==> config.mk <==
export PLATFORM = sky130hd
export DESIGN_NAME = demux_dispatch_flat
export DESIGN_NICKNAME = d
export VERILOG_FILES = /design/src/rtl/demux_dispatch_if.sv /design/src/rtl/demux_dispatch.sv /design/src/flat_wrapper.sv
export SDC_FILE = /design/constraint.sdc
export NUM_CORES = 1
export LEC_CHECK = 0
export ABC_AREA = 1
export BUFFER_PORTS_ARGS = -buffer_cell sky130_fd_sc_hd__buf_2
export CORE_MARGIN = 3
export CORE_UTILIZATION = 42
export DETAILED_ROUTE_END_ITERATION = 10
export PLACE_DENSITY = 0.76
export REMOVE_ABC_BUFFERS = 1
export SLEW_MARGIN = 25
export SYNTH_ARGS = -nofsm -noshare
export SYNTH_HDL_FRONTEND = slang
export SYNTH_SLANG_ARGS = --single-unit
==> constraint.sdc <==
create_clock -name clk -period 1.5 [get_ports clk]
set_input_delay 0.075 -clock clk [delete_from_list [all_inputs] [get_ports clk]]
set_output_delay 0.075 -clock clk [all_outputs]
set_load 0.02 [all_outputs]
==> src/rtl/demux_dispatch_if.sv <==
`default_nettype none
// ============================================================================
//  Module      : demux_dispatch_if
//  Description : Handshake bundle between the packet source, demux_dispatch
//                and the downstream 4-way demultiplexer.
//                master : packet source / downstream sink (drives in_*,
//                         out_ready; observes everything else)
//                slave  : demux_dispatch (accepts in_*, drives A/S/out_*,
//                         hdr_err and the per-channel packet counters)
//  Revision    : 1.0  initial release
// ============================================================================
interface demux_dispatch_if;
  logic [7:0] in_data;
  logic       in_valid;
  logic       in_ready;
  logic [7:0] A;
  logic [1:0] S;
  logic       out_valid;
  logic       out_ready;
  logic       out_last;
  logic       hdr_err;
  logic [7:0] pkt_cnt0;
  logic [7:0] pkt_cnt1;
  logic [7:0] pkt_cnt2;
  logic [7:0] pkt_cnt3;

  modport master (
    output in_data, in_valid, out_ready,
    input  in_ready, A, S, out_valid, out_last, hdr_err,
    input  pkt_cnt0, pkt_cnt1, pkt_cnt2, pkt_cnt3
  );

  modport slave (
    input  in_data, in_valid, out_ready,
    output in_ready, A, S, out_valid, out_last, hdr_err,
    output pkt_cnt0, pkt_cnt1, pkt_cnt2, pkt_cnt3
  );
endinterface
`default_nettype wire

==> src/rtl/demux_dispatch.sv <==
`default_nettype none
// ============================================================================
//  Module      : demux_dispatch
//  Description : Header-framed packet dispatcher for a 4-way 8-bit demux.
//                Header byte = {chan[1:0], reserved[1:0], len[3:0]}; payload
//                bytes are presented on registered A with channel select S.
//                Headers with nonzero reserved bits pulse hdr_err and their
//                payload is swallowed.
//  Ports       : clk, rst (sync, active-high)
//                bus.in_data/in_valid/in_ready   upstream byte stream
//                bus.A/S/out_valid/out_ready/out_last  registered output
//                bus.hdr_err                     1-cycle bad-header pulse
//                bus.pkt_cnt0..3                 delivered packets/channel
//  Option      : DISPATCH_STATS_EN enables the per-channel packet counters;
//                when undefined the counters read as 8'h00.
//  Revision    : 1.0  initial release
// ============================================================================
module demux_dispatch (
  input  wire logic          clk,
  input  wire logic          rst,
  demux_dispatch_if.slave    bus
);

  localparam logic [1:0] ST_IDLE    = 2'd0;
  localparam logic [1:0] ST_PAYLOAD = 2'd1;
  localparam logic [1:0] ST_DROP    = 2'd2;

  logic [1:0] state_q, state_d;
  logic [3:0] rem_q,   rem_d;
  logic [1:0] chan_q,  chan_d;
  logic [7:0] a_q,     a_d;
  logic [1:0] s_q,     s_d;
  logic       ov_q,    ov_d;
  logic       last_q,  last_d;
  logic       err_q,   err_d;

  logic       w_in_ready;
  logic       w_accept;
  logic       w_load;

  // Only PAYLOAD can back-pressure: it needs a free (or draining) output slot.
  always_comb begin
    w_in_ready = 1'b0;
    if (!rst) begin
      if (state_q == ST_PAYLOAD) w_in_ready = !ov_q || bus.out_ready;
      else                       w_in_ready = 1'b1;
    end
  end

  assign w_accept = bus.in_valid && w_in_ready;

  always_comb begin
    state_d = state_q;
    rem_d   = rem_q;
    chan_d  = chan_q;
    err_d   = 1'b0;
    w_load  = 1'b0;
    case (state_q)
      ST_IDLE: begin
        if (w_accept) begin
          chan_d = bus.in_data[7:6];
          rem_d  = bus.in_data[3:0];
          if (bus.in_data[5:4] != 2'b00) begin
            err_d = 1'b1;
            if (bus.in_data[3:0] != 4'd0) state_d = ST_DROP;
          end else if (bus.in_data[3:0] != 4'd0) begin
            state_d = ST_PAYLOAD;
          end
        end
      end
      ST_PAYLOAD: begin
        if (w_accept) begin
          w_load = 1'b1;
          rem_d  = rem_q - 4'd1;
          if (rem_q == 4'd1) state_d = ST_IDLE;
        end
      end
      ST_DROP: begin
        if (w_accept) begin
          rem_d = rem_q - 4'd1;
          if (rem_q == 4'd1) state_d = ST_IDLE;
        end
      end
      default: state_d = ST_IDLE;
    endcase
  end

  // Output slot: a new load wins over a drain, so back-to-back bytes keep
  // out_valid high; without a load the registers hold and only valid drops.
  always_comb begin
    a_d    = a_q;
    s_d    = s_q;
    last_d = last_q;
    ov_d   = ov_q;
    if (w_load) begin
      a_d    = bus.in_data;
      s_d    = chan_q;
      last_d = (rem_q == 4'd1);
      ov_d   = 1'b1;
    end else if (ov_q && bus.out_ready) begin
      ov_d   = 1'b0;
    end
  end

  always_ff @(posedge clk) begin
    if (rst) begin
      state_q <= ST_IDLE;
      rem_q   <= 4'd0;
      chan_q  <= 2'b00;
      a_q     <= 8'h00;
      s_q     <= 2'b00;
      ov_q    <= 1'b0;
      last_q  <= 1'b0;
      err_q   <= 1'b0;
    end else begin
      state_q <= state_d;
      rem_q   <= rem_d;
      chan_q  <= chan_d;
      a_q     <= a_d;
      s_q     <= s_d;
      ov_q    <= ov_d;
      last_q  <= last_d;
      err_q   <= err_d;
    end
  end

  assign bus.in_ready  = w_in_ready;
  assign bus.A         = a_q;
  assign bus.S         = s_q;
  assign bus.out_valid = ov_q;
  assign bus.out_last  = last_q;
  assign bus.hdr_err   = err_q;

`ifdef DISPATCH_STATS_EN
  logic [7:0] cnt_q [4];

  // A packet counts as delivered when its last byte leaves the output slot.
  always_ff @(posedge clk) begin
    if (rst) begin
      for (int i = 0; i < 4; i++) cnt_q[i] <= 8'h00;
    end else if (ov_q && bus.out_ready && last_q) begin
      cnt_q[s_q] <= cnt_q[s_q] + 8'd1;
    end
  end

  assign bus.pkt_cnt0 = cnt_q[0];
  assign bus.pkt_cnt1 = cnt_q[1];
  assign bus.pkt_cnt2 = cnt_q[2];
  assign bus.pkt_cnt3 = cnt_q[3];
`else
  assign bus.pkt_cnt0 = 8'h00;
  assign bus.pkt_cnt1 = 8'h00;
  assign bus.pkt_cnt2 = 8'h00;
  assign bus.pkt_cnt3 = 8'h00;
`endif

endmodule
`default_nettype wire

==> src/flat_wrapper.sv <==
// flat-port wrapper written by rule: the top's interface ports become plain ports
module demux_dispatch_flat 
  (clk, rst, bus_in_data, bus_in_valid, bus_out_ready, bus_in_ready, bus_A, bus_S, bus_out_valid, bus_out_last, bus_hdr_err, bus_pkt_cnt0, bus_pkt_cnt1, bus_pkt_cnt2, bus_pkt_cnt3);
  demux_dispatch_if bus_i ();
  input  wire logic clk;
  input  wire logic rst;
  input wire logic [$bits(bus_i.in_data)-1:0] bus_in_data;
  input wire logic [$bits(bus_i.in_valid)-1:0] bus_in_valid;
  input wire logic [$bits(bus_i.out_ready)-1:0] bus_out_ready;
  output wire logic [$bits(bus_i.in_ready)-1:0] bus_in_ready;
  output wire logic [$bits(bus_i.A)-1:0] bus_A;
  output wire logic [$bits(bus_i.S)-1:0] bus_S;
  output wire logic [$bits(bus_i.out_valid)-1:0] bus_out_valid;
  output wire logic [$bits(bus_i.out_last)-1:0] bus_out_last;
  output wire logic [$bits(bus_i.hdr_err)-1:0] bus_hdr_err;
  output wire logic [$bits(bus_i.pkt_cnt0)-1:0] bus_pkt_cnt0;
  output wire logic [$bits(bus_i.pkt_cnt1)-1:0] bus_pkt_cnt1;
  output wire logic [$bits(bus_i.pkt_cnt2)-1:0] bus_pkt_cnt2;
  output wire logic [$bits(bus_i.pkt_cnt3)-1:0] bus_pkt_cnt3;
  assign bus_i.in_data = bus_in_data;
  assign bus_i.in_valid = bus_in_valid;
  assign bus_i.out_ready = bus_out_ready;
  assign bus_in_ready = bus_i.in_ready;
  assign bus_A = bus_i.A;
  assign bus_S = bus_i.S;
  assign bus_out_valid = bus_i.out_valid;
  assign bus_out_last = bus_i.out_last;
  assign bus_hdr_err = bus_i.hdr_err;
  assign bus_pkt_cnt0 = bus_i.pkt_cnt0;
  assign bus_pkt_cnt1 = bus_i.pkt_cnt1;
  assign bus_pkt_cnt2 = bus_i.pkt_cnt2;
  assign bus_pkt_cnt3 = bus_i.pkt_cnt3;
  demux_dispatch u_core (.clk(clk), .rst(rst), .bus(bus_i));
endmodule
## Word-level counts from Yosys, hierarchy flattened

Index checks and enable logic that the tools add are counted.

- Bits in registers: 21
- Input bits: 12
- Word-level logic and storage cells: 49

- $add $sub $neg: 1
- Eq/ne operators: 7
- Muxes and demuxes: 17
- Bitwise logic cells: 2
- Reduce and logical (&&, ||, !) cells: 14

Operators with widths:

| cell | count |
|---|---|
| $mux W2 | 6 |
| $mux W4 | 2 |
| $ne A2 B1 Y1 const B | 4 |
| $pmux W4 S2 | 1 |
| $mux W1 | 7 |
| $reduce_bool A2 Y1 | 3 |
| $eq A4 B1 Y1 const B | 1 |
| $pmux W2 S2 | 1 |
| $reduce_and A4 Y1 | 1 |
| $reduce_bool A4 Y1 | 1 |
| $sub A4 B1 Y4 const B | 1 |
| $reduce_and A3 Y1 | 1 |
| $reduce_or A3 Y1 | 1 |
| $eq A2 B1 Y1 const B | 1 |
| $eq A2 B2 Y1 const B | 1 |
| $logic_and A1 B1 Y1 | 2 |
| $logic_not A2 Y1 | 1 |
| $not A1 Y1 | 2 |
| $reduce_and A2 Y1 | 1 |
| $reduce_or A2 Y1 | 1 |
| $logic_not A1 Y1 | 1 |
| $logic_or A1 B1 Y1 | 1 |

## Depth between registers and ports, before layout

Gate-level depths: netlist of the first run.

- Depth after elaboration: 8
- Depth in mapped cells: 9
- Depth with buffers taken out: 9

## Worst setup path before layout of the first run

OpenSTA, ideal clock, no wires.

- Path type: register to register
- Start point: register u_core.state_q[0]
- End point: register u_core.rem_q[3]
- Arrival time: 1.315 ns
- Required time: 1.387 ns
- Path slack: 0.072 ns
- Cell stages (with the launch flop): 8
- Path buffers: 0
- Period minus slack after synthesis: 1.428 ns
- Path through: dfxtp_1 > inv_1 > ha_1 > or2_1 > nand2_4 > nand2_2 > nor2_1 > nor2_1

- Cells in the longest elaborated chain, start to end: 6
- Elaborated cells on any way between the ends: 12
- Classes of those cells: eq/ne (4); mux (3); reduce/logical (5)

RTL lines:

| element | RTL line | RTL |
|---|---|---|
| start: declaration | demux_dispatch.sv:28 | `logic [1:0] state_q, state_d;` |
| start signal: assignment | demux_dispatch.sv:116 | `state_q <= state_d;` |
| $eq A2 B1 Y1 | demux_dispatch.sv:45, demux_dispatch.sv:58 |  |
| $mux W1 | demux_dispatch.sv:45 | `if (state_q == ST_PAYLOAD) w_in_ready = !ov_q \|\| bus.out_ready;` |
| $mux W1 | demux_dispatch.sv:44 | `if (!rst) begin` |
| $logic_and A1 B1 Y1 | demux_dispatch.sv:50 | `assign w_accept = bus.in_valid && w_in_ready;` |
| $ne A2 B1 Y1 (no line) | -- |  |
| $reduce_and A3 Y1 (no line) | -- |  |
| end signal: assignment | demux_dispatch.sv:117 | `rem_q <= rem_d;` |
| end: declaration | demux_dispatch.sv:29 | `logic [3:0] rem_q, rem_d;` |

Parallel ways exist; a longest one is shown, timed or not.
A chain may end at the register's enable or synchronous reset.

## Final worst setup path of the first run

Ends and elaborated chain as after synthesis.

==> results.md, run 1 <==
* Unrepaired setup endpoints after global routing: yes
* Post-Route Utilization at 0.486
* Post-DP Area at 0.00130 mm2
* DRC Markers at 0
* Die area at 0.00371 mm2
* Clock-pin slew on the worst setup and hold paths at 0.11 ns
* Post-route setup TNS at 0 ns
* Detailed Routing Iterations Pass 1 at 8
* I/O Buffers at 25
* Startpoint Class: register
* Initial antenna violation count at 0
* PwrDens at 1630 mW/mm2
* Vias in the first global route at 859
* Total number of vias at about 1.0k
* Via density at 4.41
* First-pass GRT wire length at 3600 um
* Critical Path RT at about 1.7 ns
* Grt total ovfl at 0
* FMAX at 708 MHz
* 1st-iter DRT viols at 39
* Max Slew Vio Count at 0
* Initial Utilization at 0.451
* Fillers at about 280
* Layout cells sized above 1 at 0.217
* Hpwl dp at 1730 um
* Syn Inst Count at roughly 170
* Root Buffer: clkbuf_4
* Gr usage total at 0.130
* Crit end category: register
* Post-layout nets at 221
* YS warnings at 0
* Fin crit share at 0.941
* Hold Vio Cnt, Final at 0
* Syn avg cell area at 7.31 um2
* # diodes at 0
* # setup viols final at 0
* Worst-case reg-to-reg path depth at 7
* Maximum fanout along the worst path at 5
* Leakage Power at 0.695 nW
* Rows at 19
* Max-cap viol count at 0
* Worst EP arrival at 1.63 ns
* Seq/Total Area, Yosys at 0.332
* Worst Setup Path Type: register to register
* Fin area at 0.00136 mm2
* Netlist cell types at 22
* Routability Congestion at 0.818
* CTS max path bufs at 2
* Largest net degree at the start of global routing at 24
* CTS H-Tree Depth at 1
* Flip-flop and latch count after synthesis at 21
* Hold Crit Class: primary input to register
* Sink Count at 21
* VDD IR max at 0.775 mV
* Layout area overhead at 7.72%
* Clock skew at 0.000947 ns
* Routed Antenna Nets at 0
* Core region area at around 0.0028 mm2
* Minimum clock period at 1.41 ns
* Status: finished, final reports clean
* TritonCTS Buffers at 3
* Worst skew pair latency at 0.31 ns
* WL/cell at 9.73 um
* Hold depth at 3
* Die W at around 61 um
* IO Pins at 58
* Area of the mapped netlist at 0.00126 mm2
* Die height at 60.9 um
* TritonCTS clock tree: yes
* Total wire length at 2280 um
cells in the final DEF (no fill, tap or decap), drive strengths merged:
master / instances
nor2: 21
dlygate4sd3: 1
or2: 2
nand3: 9
o21ai: 13
nand2: 23
buf: 28
ha: 5
nand4: 2
clkbuf: 3
conb: 32
dfxtp: 21
a21oi: 18
nand3b: 2
inv: 22
clkinv: 1
where the power goes:
group	switching, W	total [W]	internal (W)
Combinational	0.000712	0.00117	0.000462
Clock	0.000173	0.000272	0.0000999
Sequential	0.0000828	0.000771	0.000688
cell usage after synthesis, drive strengths merged:
cell type  count  area, um2
a21oi         18       90.1
nand3b         2       15.0
nand2         22       92.6
ha             5       62.6
nand4          2       27.5
buf           35        264
o21ai         13       65.1
or2            2       12.5
dfxtp         21        420
inv           22       82.6
conb           1       3.75
nand3          9       50.1
nor2          21       78.8
stage by stage:
stage	instances	setup slack [ns]	hold slack [ns]	total power (W)
after floorplan	169	0.0723	0.144	0.00162
after global placement	227	0.0629	0.338	0.00185
after detailed placement	227	0.0228	0.341	0.00187
after CTS	232	0.00423	0.0248	0.00214
after global routing	234	-0.0234	0.0248	0.00248
final	234	0.0884	0.0349	0.00222
area by class of cell:
type | instances | area [um2] | share of cell area
clock buffers | 3 | 22.5 | 0.0165
well taps | 31 | 38.8 | 0.0285
repair buffers | 29 | 158 | 0.116
inverters | 22 | 82.6 | 0.0606
flip-flops and latches | 21 | 425 | 0.312
multi-input cells | 127 | 631 | 0.463
clock inverters | 1 | 5.00 | 0.00367
metal layers:
layer	share of wire	up-vias	GRT usage
li1	-	541	-
met2	0.48	35	0.205
met1	0.43	450	0.164
met4	0.018	0	0.0557
met5	0	-	0
met3	0.073	5	0.0383
path summary, 6_finish.rpt:
| kind | from | slack [ns] | endpoint |
|---|---|---|---|
| worst max-delay path | u_core.state_q[0]$_SDFFE_PP0P_ | 0.09 | u_core.rem_q[3]$_SDFFE_PP0P_ |
| worst max register to register | u_core.state_q[0]$_SDFFE_PP0P_ | 0.09 | u_core.rem_q[3]$_SDFFE_PP0P_ |
| worst min-delay path | bus_in_data[6] | 0.03 | u_core.bus.A[6]$_SDFFE_PP0P_ |
| worst min register to register | u_core.bus.A[6]$_SDFFE_PP0P_ | 0.45 | u_core.bus.A[6]$_SDFFE_PP0P_ |
critical path, stage by stage, from the launching register on:
cell and delay (ns):
dfxtp_4 0.38, inv_1 0.04, ha_1 0.31, or2_4 0.28, nand2_4 0.08, nand2_2 0.07, nor2_1 0.11, nor2_1 0.05
cell families after synthesis:
group | after synthesis | share of synthesized area
compound gates | 31 | 0.123
fa+ha+maj | 5 | 0.0495
buf+inv | 57 | 0.274
flops | 21 | 0.332
other cells | 1 | 0.00296
simple gates | 58 | 0.219
registers in the layout (all words and copies together) (netlist names):
name and flops:
u_core.bus.A 8, u_core.bus.S 2, u_core.bus.hdr_err 1, u_core.bus.out_last 1, u_core.bus.out_valid 1, u_core.chan_q 2
u_core.rem_q 4, u_core.state_q 2
timing repair:
action | in CTS | in global routing
hold endpoints to repair | 4 | 0
resized for setup | 0 | 6
hold buffers | 1 | 0
endpoints found under the setup margin | 0 | 11
buffers inserted | 0 | 1
Power figures use the tool's default switching activity.
==> run 2, diff against run 1 <==
Settings changed: ABC_CLOCK_PERIOD_IN_PS set to 1200, CORE_ASPECT_RATIO set to 0.8.
Clock period 1.5 ns to 1.2 ns, I/O delays scaled along.
==> run 2 against run 1 <==
The run now ends with negative setup slack left. Die area grew 0.10%. Routed wire length up 21%. Combinational power is 83% higher. Sequential share of layout area fell by 5.1 points. Total power grew 61%. Non-clock buffer count is 11 higher. Via count rose by 8.0%. Critical path type unchanged. Critical endpoint is now u_core.rem_q[2]$_SDFFE_PP0P_. Largest power group unchanged.
==> results.md, run 2 (synthesis results as in run 1) <==
* Initial Utilization at 0.451
* Fin crit share at 1.09
* Dpl ws at -0.187 ns
* Hold Vio Cnt, Final at 0
* TritonCTS Buffers at 3
* Setup ws final at -0.111 ns
* Initial antenna violation count at 0
* Worst hold endpoint: u_core.bus.out_valid$_SDFFE_PP0P_
* Vias in the first global route at 919
* PwrDens at 2200 mW/mm2
* Sequential Area at 423 um2
* Area taken by multi-input logic gates at 717 um2
* R2r setup slk at -0.11 ns
* Crit path max-delay family: simple AND/OR/NAND/NOR gates
* I/O Buffers at 25
* Total number of vias at 1113
* Die area at 0.00371 mm2
* Cells along the critical path: inv_4 > ha_4 > or2_4 > nand2_4 > nand2_4 > nand2_2 > nand2_1 > nor2_1
* Clock skew at ~0.0074 ns
* Hpwl dp at 1860 um
* TritonCTS clock tree: yes
* Most common cell after layout, fill and taps aside: conb_1
* Startpoint Class: register
* Via density at 4.42
* Worst-case reg-to-reg path depth at 8
* Minimum clock period at 1.31 ns
* Core region area at about 0.0028 mm2
* Hold_sp: rst
* Root Buffer: clkbuf_8
* Layout cells sized above 1 at 0.341
* Routed Antenna Nets at 0
* Violations in the final reports: negative setup slack
* Layout area overhead at 28.1%
* CTS max path bufs at 2
* VDD IR max at between 0.8 and 0.9 mV
* Max-cap viol count at 0
* Grt total ovfl at 0
* Worst skew pair latency at 0.27 ns
* FMAX at 763 MHz
* Die height at 55.1 um
* Maximum fanout along the worst path at 5
* Max Slew Vio Count at 0
* WL/cell at 10.9 um
* Post-layout nets at 232
* Worst EP arrival at 1.52 ns
* Sink Count at 21
* # setup viols final at 20
* Gr usage total at 0.147
* Total wire length at 2750 um
* Power after layout at 0.00356 W
* First-pass GRT wire length at 4060 um
* Clock-pin slew on the worst setup and hold paths at ~0.080 ns
* Max reg flops at 8
* Inst Count DP at 245
* Largest net degree at the start of global routing at 24
* 1st-iter DRT viols at 64
* DRC Markers at 0
* Worst Setup Path Type: register to register
* Rows at 17
* Fillers at between 200 and 300
* Final cell count without fillers at around 250
* Crit end category: register
* Status: finished, violations left
* Unrepaired setup endpoints after global routing: yes
* # diodes at 0
* Leakage Power at 0.794 nW
* IO Pins at 58
* Routability Congestion at approximately 0.79
* CTS H-Tree Depth at 1
* Crit path buffers/inverters at 1
* Critical Path RT at between 1 and 1.5 ns
* Reg2reg end: u_core.rem_q[2]$_SDFFE_PP0P_
* CP max-delay cell: dfxtp_2
* Die W at between 60 and 70 um
* Detailed Routing Iterations Pass 1 at 4
* Most frequent cells in the layout: 32 x conb_1, 24 x buf_2, 19 x dfxtp_1
* Max incr delay on CP at 0.36 ns
* Hold Crit Class: primary input to register
* CP most frequent cell: nand2_4
* Hold depth at 2
* Worst R2R Start: u_core.state_q[1]$_SDFFE_PP0P_
==> run 2: worst max path at each step <==
stage | to | start | slack, ns | depth (start not counted)
detailed placement | u_core.rem_q[3]$_SDFFE_PP0P_ | u_core.state_q[0]$_SDFFE_PP0P_ | -0.19 | 8
CTS | u_core.rem_q[2]$_SDFFE_PP0P_ | u_core.state_q[1]$_SDFFE_PP0P_ | -0.08 | 8
finish | u_core.rem_q[2]$_SDFFE_PP0P_ | u_core.state_q[1]$_SDFFE_PP0P_ | -0.11 | 8
global placement | u_core.rem_q[2]$_SDFFE_PP0P_ | u_core.state_q[0]$_SDFFE_PP0P_ | -0.16 | 8
global route | u_core.bus.A[1]$_SDFFE_PP0P_ | u_core.state_q[0]$_SDFFE_PP0P_ | -0.18 | 6
floorplan | u_core.rem_q[3]$_SDFFE_PP0P_ | u_core.state_q[0]$_SDFFE_PP0P_ | -0.23 | 7
==> run 2: repair_timing <==
action / CTS / global route
setup buffers: 0 / 0
pin swaps: 4 / 3
setup endpoints to repair: 20 / 20
resized for setup: 16 / 21
cloned: 1 / 2
hold buffers: 0 / 0
==> run 2: final cells by class <==
| cell class | instances | area share |
|---|---|---|
| inverter | 22 | 0.0541 |
| tap | 38 | 0.0293 |
| clock inverter | 1 | 0.00309 |
| timing repair buffer | 40 | 0.185 |
| multi-input combinational | 127 | 0.442 |
| clock buffer | 3 | 0.0255 |
| sequential | 21 | 0.261 |
==> run 2: per-layer routing <==
layer	GRT usage	vias to the layer above	share of wire
li1	-	566	-
met1	0.194	506	0.44
met2	0.235	37	0.49
met3	0.0424	4	0.066
met4	0.0404	0	0.0069
met5	0	-	0
==> run 2: through the flow <==
stage	area, um2	hold WS, ns	TNS, ns	utilization
2_1_floorplan	1120	0.129	-1.18	-
3_3_place_gp	1400	0.325	-1.24	0.499
3_5_place_dp	1400	0.324	-1.48	0.499
4_1_cts	1510	0.0441	-0.552	0.537
5_1_grt	1620	0.0550	-2.77	0.577
6_report	1620	0.0544	-1.22	0.577
==> run 2: power breakdown <==
group / internal (W) / leakage [nW] / total (W) / switching, W
clock: 0.000232 / 0.0255 / 0.000471 / 0.000239
sequential: 0.000854 / 0.172 / 0.000944 / 0.0000895
combinational: 0.000974 / 0.596 / 0.00214 / 0.00117
total: 0.00206 / 0.794 / 0.00356 / 0.00150
==> run 3, diff against run 2 <==
Settings changed: SETUP_SLACK_MARGIN set to 0.05.
==> run 3 against run 2 <==
The flow still finishes with violations (negative setup slack). Count of clock-buffer cells in the layout did not move. Flip-flop and latch count did not move. Non-clock buffer count unchanged. Final cell count unchanged. Routed wire length is 1.5% higher. Sequential power about the same. Register-to-register slack about the same. Via count shrank 0.18%. Critical path depth down 1. Critical path type unchanged.
==> results.md, run 3 (synthesis results as in run 1) <==
* Status: finished, violations left
* Violations in the final reports: negative setup slack
* Largest net degree at the start of global routing at 24
* Maximum fanout along the worst path at 5
* Post-layout nets at approximately 230
* First-pass GRT wire length at 4040 um
* Gr usage total at 0.146
* Post-Route Utilization at 0.577
* Vias in the first global route at around 900
* Sink Count at 21
* Worst EP arrival at 1.47 ns
* I/O Buffers at 25
* IO Pins at 58
* Die area at 0.00371 mm2
* Final cell count without fillers at 252
* Layout area overhead at 28.1%
* 1st-iter DRT viols at 40
* TritonCTS Buffers at 3
* Rows at 17
* FMAX at ~760 MHz
* Fin crit share at 1.09
* Fin area at 0.00162 mm2
* Max reg flops at 8
* DRC Markers at 0
* WL/cell at about 11 um
* Critical Path RT at 1.37 ns
* Worst Setup Path Type: register to register
* WHS at 0.0601 ns
* Hpwl dp at 1860 um
* Most frequent cells in the layout: 32 x conb_1, 24 x buf_2, 19 x dfxtp_1
* Initial antenna violation count at 0
* Unrepaired setup endpoints after global routing: yes
* Most common cell after layout, fill and taps aside: conb_1
* Total wire length at 2790 um
* Routability Congestion at 0.794
* Post-CTS setup buffers at 0
* Hold Vio Cnt, Final at 0
* Die W at 67.4 um
* Max-cap viol count at 0
* Power after layout at 0.00356 W
* Clock-pin slew on the worst setup and hold paths at roughly 0.08 ns
* Routed Antenna Nets at 0
* Clock skew at approximately 0.0054 ns
* CTS max path bufs at 2
* Fillers at ~260
* # diodes at 0
* Startpoint Class: register
* Worst skew pair latency at around 0.26 ns
* TritonCTS clock tree: yes
* Root Buffer: clkbuf_8
* Minimum clock period at roughly 1.3 ns
* Hold buffer count at CTS at 0
* Post-DP Area at 0.00140 mm2
* Core region area at 0.00281 mm2
* Grt total ovfl at 0
* Leakage Power at 0.794 nW
* Crit end category: register
* Initial Utilization at 0.451
* Inst Count DP at 245
* Setup ws final at -0.107 ns
* Total number of vias at 1111
* Max Slew Vio Count at 0
* Die height at 55.1 um
* Via density at 4.41
* Layout cells sized above 1 at 0.341
* # setup viols final at 19
* Hold Crit Class: primary input to register
* Detailed Routing Iterations Pass 1 at 4
* VDD IR max at about 0.9 mV
* PwrDens at 2200 mW/mm2
* CTS H-Tree Depth at 1
==> run 3: cell counts in the layout (fill, tap and decap cells not counted) <==
No cell type changed its count.
==> run 3: critical path, cell delays in order (launching register included) <==
cell and delay, ns:
dfxtp_2 0.36, inv_4 0.05, ha_4 0.24, or2_4 0.25, nand2_4 0.10, nand3b_1 0.10
nand2_1 0.07, nor2_1 0.04
==> run 3: metal layers <==
metal,wire [um],GRT usage,vias up
met1,1200,0.194,507
met5,0,0,-
met3,166,0.0424,4
li1,-,-,566
met4,19,0.0404,0
met2,1400,0.233,34
==> run 3: power by group <==
group          switching, W  internal [W]
Clock              0.000241      0.000232
Combinational       0.00117      0.000974
Sequential        0.0000903      0.000854
Total               0.00150       0.00206
==> run 3: what timing repair did <==
item	4_1_cts	5_1_grt
gates cloned	1	2
hold endpoints to repair	0	0
pin swaps	4	3
gates resized for setup	20	17
endpoints found under the setup margin	20	21
==> run 3: path summary, 6_finish.rpt <==
| path | from | to | slack (ns) | cells past startpoint |
|---|---|---|---|---|
| max | u_core.state_q[1]$_SDFFE_PP0P_ | u_core.rem_q[1]$_SDFFE_PP0P_ | -0.11 | 7 |
| min | rst | u_core.bus.out_valid$_SDFFE_PP0P_ | 0.06 | 2 |
| max reg2reg | u_core.state_q[1]$_SDFFE_PP0P_ | u_core.rem_q[1]$_SDFFE_PP0P_ | -0.11 | 7 |
| min reg2reg | u_core.bus.A[6]$_SDFFE_PP0P_ | u_core.bus.A[6]$_SDFFE_PP0P_ | 0.45 | 2 |
==> run 3: cell type report <==
cell class              count  area (um2)  area share
clock buffers               3        41.3      0.0255
clock inverters             1        5.00     0.00309
inverters                  22        87.6      0.0541
multi-input cells         127         717       0.442
flip-flops and latches     21         423       0.261
well taps                  38        47.5      0.0293
repair buffers             40         299       0.185
==> run 3: metrics by stage <==
stage / setup slack, ns / TNS (ns)
after floorplan: -0.228 / -1.18
after global placement: -0.158 / -1.24
after detailed placement: -0.187 / -1.48
after CTS: -0.0778 / -0.552
after global routing: -0.171 / -2.74
final: -0.107 / -1.16
